[src/rtl/pipe_ctrl_tracker.sv]
// pipe_ctrl_tracker
//   Decodes the ID-stage instruction (5-bit opcode ISA) into a control bundle
//   and carries it through the ID/EX, EX/MEM and MEM/WB registers. It detects
//   RAW hazards against older in-flight writers, inserts bubbles on stalls,
//   squashes the ID instruction on flush, and latches a sticky halt.
// Ports
//   clk, rst_n             clock (rising edge), async active-low reset
//   id_valid, id_instr     ID instruction: [15:11] op, [10:8] rs, [7:5] rt, [4:2] rd
//   flush                  taken branch/jump in EX; discard the ID instruction
//   id_ready, stall        ID accept / hazard stall
//   ex_*, mem_*, wb_*      per-stage valid, control bits and destination register
//   halted                 sticky, set once a halt reaches MEM/WB
module pipe_ctrl_tracker #(
  parameter int REG_ADDR_W = 3,
  parameter bit FWD_MEM    = 1'b1
) (
  input  logic                  clk,
  input  logic                  rst_n,
  input  logic                  id_valid,
  input  logic [15:0]           id_instr,
  input  logic                  flush,
  output logic                  id_ready,
  output logic                  stall,
  output logic                  ex_valid,
  output logic                  ex_reg_write,
  output logic                  ex_mem_read,
  output logic                  ex_mem_write,
  output logic [REG_ADDR_W-1:0] ex_dest,
  output logic                  mem_valid,
  output logic                  mem_reg_write,
  output logic                  mem_mem_read,
  output logic                  mem_mem_write,
  output logic [REG_ADDR_W-1:0] mem_dest,
  output logic                  wb_valid,
  output logic                  wb_reg_write,
  output logic [REG_ADDR_W-1:0] wb_dest,
  output logic                  halted
);
  localparam int STAGES = 3;

  typedef struct packed {
    logic                  reg_write;
    logic                  mem_read;
    logic                  mem_write;
    logic                  halt;
    logic [REG_ADDR_W-1:0] dest;
  } ctrl_t;

  logic [4:0]            op;
  logic [REG_ADDR_W-1:0] rs, rt, rd;
  logic                  unused;

  assign op     = id_instr[15:11];
  assign rs     = REG_ADDR_W'(id_instr[10:8]);
  assign rt     = REG_ADDR_W'(id_instr[7:5]);
  assign rd     = REG_ADDR_W'(id_instr[4:2]);
  assign unused = ^id_instr[1:0];

  // ---------------- decode ----------------
  ctrl_t dec;
  logic  uses_rs, uses_rt;

  always_comb begin
    dec           = '0;
    dec.reg_write = !(op[4:2] == 3'b000 || op == 5'b10000 ||
                      op[4:2] == 3'b011 || op[4:1] == 4'b0010);
    dec.mem_read  = (op == 5'b10001);
    dec.mem_write = (op == 5'b10000) || (op == 5'b10011);
    dec.halt      = (op == 5'b00000);
    if (op == 5'b11001 || op[4:1] == 4'b1101 || op[4:2] == 3'b111)
      dec.dest = rd;
    else if (op[4:2] == 3'b001)
      dec.dest = '1;                      // link-style ops write R7
    else if (op == 5'b10011 || op == 5'b11000 || op == 5'b10010)
      dec.dest = rs;
    else
      dec.dest = rt;
    uses_rs = !(op inside {5'b00000, 5'b00001, 5'b00100, 5'b00110, 5'b11000});
    uses_rt = (op[4:1] == 4'b1101) || (op[4:2] == 3'b111) ||
              (op == 5'b10000) || (op == 5'b10011);
  end

  // ---------------- pipeline state ----------------
  ctrl_t               ex_c, mem_c;
  logic                wb_rw;
  logic [REG_ADDR_W-1:0] wb_d;
  logic [STAGES:1]     vld_pipe;
  logic                halt_pend, halted_q;

  // ---------------- hazard ----------------
  logic hit_ex, hit_mem, raw, ld;

  assign hit_ex  = vld_pipe[1] & ex_c.reg_write &
                   ((uses_rs & (rs == ex_c.dest)) | (uses_rt & (rt == ex_c.dest)));
  assign hit_mem = vld_pipe[2] & mem_c.reg_write &
                   ((uses_rs & (rs == mem_c.dest)) | (uses_rt & (rt == mem_c.dest)));
  // With forwarding only a load in EX cannot supply its result in time.
  assign raw      = FWD_MEM ? (hit_ex & ex_c.mem_read) : (hit_ex | hit_mem);
  assign stall    = id_valid & raw & ~flush & ~halt_pend;
  assign id_ready = ~stall & ~halt_pend;
  assign ld       = id_valid & ~flush & ~halt_pend & ~stall;

  always_ff @(posedge clk or negedge rst_n) begin
    if (!rst_n) begin
      vld_pipe  <= '0;
      ex_c      <= '0;
      mem_c     <= '0;
      wb_rw     <= 1'b0;
      wb_d      <= '0;
      halt_pend <= 1'b0;
      halted_q  <= 1'b0;
    end else begin
      // EX->MEM->WB always advance; only ID/EX chooses between load and bubble.
      vld_pipe <= {vld_pipe[STAGES-1:1], ld};
      ex_c     <= ld ? dec : '0;
      mem_c    <= ex_c;
      wb_rw    <= mem_c.reg_write;
      wb_d     <= mem_c.dest;
      if (ld && dec.halt)
        halt_pend <= 1'b1;
      if (vld_pipe[2] && mem_c.halt)
        halted_q <= 1'b1;
    end
  end

  assign ex_valid      = vld_pipe[1];
  assign ex_reg_write  = ex_c.reg_write;
  assign ex_mem_read   = ex_c.mem_read;
  assign ex_mem_write  = ex_c.mem_write;
  assign ex_dest       = ex_c.dest;
  assign mem_valid     = vld_pipe[2];
  assign mem_reg_write = mem_c.reg_write;
  assign mem_mem_read  = mem_c.mem_read;
  assign mem_mem_write = mem_c.mem_write;
  assign mem_dest      = mem_c.dest;
  assign wb_valid      = vld_pipe[3];
  assign wb_reg_write  = wb_rw;
  assign wb_dest       = wb_d;
  assign halted        = halted_q;

endmodule

[config.mk]
export PLATFORM = sky130hd
export DESIGN_NAME = pipe_ctrl_tracker
export DESIGN_NICKNAME = d
export VERILOG_FILES = /design/src/rtl/pipe_ctrl_tracker.sv
export SDC_FILE = /design/constraint.sdc
export NUM_CORES = 1
export LEC_CHECK = 0
export ABC_AREA = 1
export BUFFER_PORTS_ARGS = -buffer_cell sky130_fd_sc_hd__clkbuf_2
export CORE_MARGIN = 2
export CORE_UTILIZATION = 26
export DETAILED_ROUTE_END_ITERATION = 12
export PLACE_DENSITY = 0.59
export SYNTH_ARGS = -nofsm -noshare
export SYNTH_HDL_FRONTEND = slang
export SYNTH_SLANG_ARGS = --single-unit
[constraint.sdc]
create_clock -name clk -period 1.86 [get_ports clk]
set_input_delay 0.093 -clock clk [delete_from_list [all_inputs] [get_ports clk]]
set_output_delay 0.093 -clock clk [all_outputs]
set_load 0.01 [all_outputs]
==> summary.txt, run 1 <==
Timing
  • Final setup fails: 0
  • Clock Skew: 0.00124 ns
  • Relative slew slack: 0.645
  • Final setup margin: 0.294 ns
  • Maximum clock rate: 638 MHz
  • Setup TNS: 0 ns
  • Max Transition Viols Final: 0
  • Final-report hold violation count: 0
  • RSZ-0062 raised after global routing: no
  • Final period util: 0.842
  • Worst Tran Pin Value: 0.532 ns
  • Min cycle time layout: 1.57 ns

Die
  • Starting Density: 0.277
  • Num rows: 22
  • Core ar.: 3740 um^2
  • Die width: 67.2 um
  • Die Y-Extent: 67.2 um
  • Die area: 4520 um^2
  • IO Pins: 42

Synthesis
  • Syn. warnings: 0
  • Yosys cell types: 21
  • Synth Instances: 116
  • Sequential area share after synthesis: 0.554
  • Net Count, Synth: 136
  • Avg Inst Size Synth: 8.95 um^2
  • Synth Register Bits: 23
  • Cell Area, Synth: 1040 um^2

Flow run
  • Maxcap violations: 0

Global route
  • Gr ovfl total: 0
  • Global Route Usage Sum: 0.0881
  • Largest net degree at the start of global routing: 24
  • Vias in the first global route: 772
  • Initial antenna violation count: 0
  • First-pass GRT wire length: 3.08 mm

Critical path
  • CP endpoint kind: primary output
  • Worst Path Max Fanout: 4
  • WP data arrival: 1.47 ns
  • Reg-to-reg critical path endpoint: vld_pipe[1]
  • Cell Chain, Critical Path: xnor2_1 -> nand2_1 -> nor2_1 -> nand2_1 -> nand2_1 -> nand2_2 -> nor2_1 -> clkbuf_2
  • CP delay by family, top: simple AND/OR/NAND/NOR gates
  • Critical R2R Launch: ex_dest[2]
  • Crit path launch type: flop
  • Worst path required time: 1.77 ns
  • Most used cell, CP: nand2_1
  • CP peak stage delay: 0.44 ns
  • CP Buf/Inv Count: 1
  • Kind of critical path: flop to primary output
  • Reg2Reg Depth: 8
  • Setup slack, reg-to-reg: 0.60 ns
  • Crit-path slowest cell: dfrtp_1

Power and ir drop
  • Leak pwr: 0.770 nW
  • Pwr Total: 0.874 mW
  • Clock power share: 0.332
  • Sw frac: 0.217
  • Internal: 0.684 mW
  • VDD IR max: 241 uV
  • Pwr Density: 670 nW/um^2
  • Combinational share of power: 0.096
  • NetSw: 0.190 mW
  • Seq pwr share: 0.572

Clocking
  • Max Buffers Root-to-Sink: 2
  • TritonCTS clock tree: built
  • CTS Buf Count: 3
  • Clk sinks: 23
  • Worst-Skew Late Latency: 0.25 ns
  • Root Driver: clkbuf_8
  • Clock slew seen by the registers of the worst setup and hold paths: 0.07 ns
  • # resized after CTS: 0
  • H-tree depth: 1

Detailed routing
  • DR DRC count: 0
  • ANT nets after route: 0
  • Pre-antenna DRT Iters: 4
  • DR WL/cell: 9.52 um
  • DR vias: 815
  • Wl on met1: 914 um
  • Met2 wire len: 855 um
  • Vias/cell: 4.03
  • DRT iter0 DRCs: 51
  • Max Used Layer: met3
  • Met3 wire len: 154 um
  • Total wire length: 1.92 mm

Layout
  • Antenna diodes: 0
  • Synth-to-Final Area Change: 25.5%
  • Register area: 576 um^2
  • Multi-input gate area: 354 um^2
  • Layout cells sized above 1: 0.318
  • # fillers: 422
  • Nets: 175
  • Fin util: 0.348
  • Final cell count without fillers: 202

Min path
  • Hold Path End: ex_dest[2]
  • Hold Crit Class: input pin to flop
  • WHS Path Cells: 3
  • Worst hold start: id_instr[4]

Outcome
  • Status: complete, no violations

Placed design
  • Dpl cells: 197
  • Pre-CTS setup slack: 0.533 ns
  • Port Buf Inserts: 39
  • DP Wirelength: 1.57 mm
  • Final estimated routing congestion in global placement: 0.782
## metrics by stage
stage | instance area, um^2 | hold WS, ns
finish | 1300 | 0.114
floorplan | 1040 | -0.203
global placement | 1250 | 0.0963
global route | 1300 | 0.129
CTS | 1300 | 0.116
detailed placement | 1250 | 0.104
## layout make-up
class / count / share of cell area
clock buffers: 4 / 0.0345
inverters: 17 / 0.0489
multi-input cells: 70 / 0.272
flip-flops and latches: 23 / 0.441
well taps: 48 / 0.0461
repair buffers: 40 / 0.157
## registers in the layout, summed over array words and instances (netlist names)
| name | flops |
|---|---|
| ex_dest | 3 |
| mem_mem_read | 1 |
| ex_reg_write | 1 |
| mem_dest | 3 |
| halt_pend | 1 |
| mem_c | 1 |
| mem_mem_write | 1 |
| ex_c | 1 |
| ex_mem_write | 1 |
| wb_reg_write | 1 |
| wb_dest | 3 |
| mem_reg_write | 1 |
| vld_pipe | 3 |
| halted | 1 |
| ex_mem_read | 1 |
## synth_stat cells, drive strengths merged
| master | n | area, um^2 |
|---|---|---|
| inv | 17 | 63.8 |
| dfrtp | 23 | 576 |
| nand3b | 1 | 7.51 |
| nand2 | 26 | 100 |
| buf | 6 | 45.0 |
| nor2 | 16 | 65.1 |
| nand4 | 2 | 12.5 |
| a21o | 1 | 7.51 |
| o21ai | 5 | 28.8 |
| xnor2 | 2 | 17.5 |
| o211ai | 1 | 7.51 |
| nand3 | 11 | 72.6 |
| xor2 | 2 | 17.5 |
| a21oi | 1 | 5.00 |
| or2 | 1 | 6.26 |
| a31oi | 1 | 6.26 |
## how the worst max path moves through the flow
stage / from / slack (ns) / to / cells after the start
3_5_place_dp: ex_dest[2] / 0.53 / stall / 8
4_1_cts: ex_dest[2] / 0.25 / stall / 8
6_report: ex_dest[2] / 0.29 / stall / 8
3_3_place_gp: ex_dest[2] / 0.55 / stall / 8
5_1_grt: ex_dest[1] / 0.14 / stall / 10
2_1_floorplan: ex_dest[2] / 0.72 / stall / 7
## cell usage in the layout, fill, tap and decap left out
master,synthesis,routed
nand3_2,1,1
o21ai_0,4,4
or2_2,1,1
a31oi_1,1,1
dlygate4sd3_1,0,1
nand4_1,2,2
a21o_1,1,1
inv_1,17,17
xor2_1,2,2
o21ai_2,1,1
clkbuf_2,0,39
nand3_1,9,9
clkbuf_1,0,1
nor2_2,2,2
o211ai_1,1,1
xnor2_1,2,2
dfrtp_1,23,23
clkbuf_8,0,3
nor2_1,14,14
nand3_4,1,1
nand3b_1,1,1
nand2_2,1,1
a21oi_1,1,1
nand2_1,25,25
## power groups by stage
stage	Clock, mW	Sequential, mW	Combinational [mW]
global placement	0	0.510	0.0833
global route	0.323	0.499	0.0974
finish	0.290	0.500	0.0838
detailed placement	0	0.510	0.0839
CTS	0.299	0.500	0.0858
floorplan	0	0.510	0.0406
## cell families after synthesis
logic type | count (synthesis) | synth area share
XOR/XNOR | 4 | 0.0337
flip-flops | 23 | 0.554
AND/OR/NAND/NOR | 57 | 0.254
AO/OA/AOI/OAI | 9 | 0.0530
buffers and inverters | 23 | 0.105
## tightest hold or removal path, cell delays in order
cell and delay [ns]:
clkbuf_2 0.07, o21ai_0 0.07, nor2_1 0.09
## per-layer routing
metal / up-vias / GRT usage
met4: 0 / 0.0332
met2: 25 / 0.147
met1: 360 / 0.107
met3: 0 / 0.0250
li1: 430 / -
met5: - / 0
## timing repair
action | CTS | global route
hold buffers | 1 | 0
buffers inserted | 0 | 0
endpoints found under the hold margin | 23 | 0
No activity file was read; power rests on OpenSTA's default activity.
==> run 2, diff against run 1 <==
clock period = 1.6 ns   (was 1.86 ns; I/O delays follow)
==> run 2 against run 1 <==
Register-to-register slack worse by 0.36 ns. First-iteration DRC count down 33%. Final cell count up 0.99%. Combinational power up 18%. Highest routed layer is now met4.
==> summary.txt, run 2 (synthesis results as in run 1) <==
Layout
  • Commonest cells after routing, fill and taps aside: clkbuf_2 (38), nand2_1 (23), dfrtp_1 (23)
  • Antenna diodes: 0
  • # fillers: 411
  • Nets: 177
  • Synth-to-Final Area Change: 28.0%
  • Most common cell after layout, fill and taps aside: clkbuf_2
  • Layout cells sized above 1: 0.340

Clocking
  • H-tree depth: 1
  • TritonCTS clock tree: built
  • Max Buffers Root-to-Sink: 2
  • Root Driver: clkbuf_8
  • Clock slew seen by the registers of the worst setup and hold paths: 0.07 ns
  • CTS Buf Count: 3
  • Worst-Skew Late Latency: 0.26 ns
  • Clk sinks: 23

Detailed routing
  • Vias/cell: 4.15
  • Max Used Layer: met4
  • Wl on met1: 869 um
  • Met2 wire len: 911 um
  • DR DRC count: 0
  • ANT nets after route: 0
  • Total wire length: 1.97 mm
  • DR WL/cell: 9.68 um
  • DRT iter0 DRCs: 34
  • DR vias: 846
  • Met3 wire len: 164 um
  • Pre-antenna DRT Iters: 2

Critical path
  • Worst Path Max Fanout: 4
  • CP endpoint kind: primary output
  • Kind of critical path: flop to primary output
  • Crit path launch type: flop
  • Worst path required time: 1.52 ns
  • WP data arrival: 1.45 ns

Timing
  • Final setup fails: 0
  • Min cycle time layout: 1.53 ns
  • Final-report hold violation count: 0
  • Clock Skew: 0.00126 ns
  • Maximum clock rate: 654 MHz
  • Final setup margin: 0.0714 ns
  • Hold_ws: 0.0990 ns
  • Max Transition Viols Final: 0
  • Worst Tran Pin Value: 0.546 ns
  • RSZ-0062 raised after global routing: yes
  • Final period util: 0.955
  • Relative slew slack: 0.636

Global route
  • Vias in the first global route: 803
  • Largest net degree at the start of global routing: 24
  • Initial antenna violation count: 0
  • Gr ovfl total: 0
  • Global Route Usage Sum: 0.0975
  • First-pass GRT wire length: 3.32 mm

Outcome
  • Status: complete, no violations

Power and ir drop
  • Leak pwr: 0.795 nW
  • Pwr Density: 767 nW/um^2
  • VDD IR max: 278 uV

Die
  • Core ar.: 3740 um^2
  • IO Pins: 42
  • Starting Density: 0.277
  • Die Y-Extent: 67.2 um
  • Num rows: 22
  • Die area: 4520 um^2
  • Die width: 67.2 um

Placed design
  • DP Wirelength: 1.56 mm
  • Pre-CTS setup slack: 0.299 ns
  • Port Buf Inserts: 39
  • Final estimated routing congestion in global placement: 0.790

Min path
  • Hold Crit Class: input pin to flop

Flow run
  • Maxcap violations: 0
-- run 2: cell types whose count changed in the layout (fill, tap and decap cells not counted), sizes merged --
cell / change
clkbuf: -1
buf: +3
-- run 2: critical path, cell delays in order (launching register included) --
cell     delay [ns]
dfrtp_1        0.43
xnor2_1        0.17
nand2_1        0.06
nor2_1         0.08
nand2_1        0.08
nand2_2        0.08
nand2_4        0.07
nor2_1         0.09
buf_2          0.13
-- run 2: cell type report --
type	count	area, um^2	share of cell area
Clock buffer	4	45.0	0.0339
Inverter	17	63.8	0.0480
Multi-Input combinational cell	70	364	0.274
Sequential cell	23	576	0.433
Tap cell	48	60.1	0.0452
Timing Repair Buffer	42	220	0.166
-- run 2: per-stage QoR --
| step | cells | setup TNS [ns] | util | power (mW) | cell area, um^2 |
|---|---|---|---|---|---|
| finish | 204 | 0 | 0.355 | 1.02 | 1330 |
| floorplan | 116 | 0 | - | 0.640 | 1040 |
| CTS | 203 | 0 | 0.350 | 1.04 | 1310 |
| detailed placement | 197 | 0 | 0.334 | 0.690 | 1250 |
| global placement | 197 | 0 | 0.334 | 0.689 | 1250 |
| global route | 204 | -0.164 | 0.355 | 1.08 | 1330 |
-- run 2: worst paths after layout --
path | depth (start not counted) | to | startpoint | slack, ns
worst max-delay path | 8 | stall | ex_dest[2] | 0.07
min in group asynchronous | 2 | wb_reg_write | rst_n | 0.34
worst max register to register | 9 | halt_pend | ex_dest[2] | 0.24
max in group asynchronous | 2 | ex_c[3] | rst_n | 0.90
worst min register to register | 0 | mem_c[3] | ex_c[3] | 0.35
worst min-delay path | 3 | ex_dest[1] | id_instr[3] | 0.1
-- run 2: what timing repair did --
item	CTS	global route
setup buffers	1	1
endpoints found under the hold margin	23	0
hold buffers	1	0
gates cloned	0	0
setup endpoints to repair	1	2
pin swaps	0	1
gates resized for setup	0	4
-- run 2: power breakdown --
group / leakage (nW) / internal [mW] / switching [mW]
Combinational: 0.456 / 0.0378 / 0.0609
Sequential: 0.316 / 0.581 / 0
Clock: 0.0228 / 0.177 / 0.162
-- run 2: layer usage --
layer / vias to the layer above / global-route usage
li1: 433 / -
met1: 380 / 0.116
met2: 29 / 0.157
met3: 4 / 0.0300
met4: 0 / 0.0536
met5: - / 0
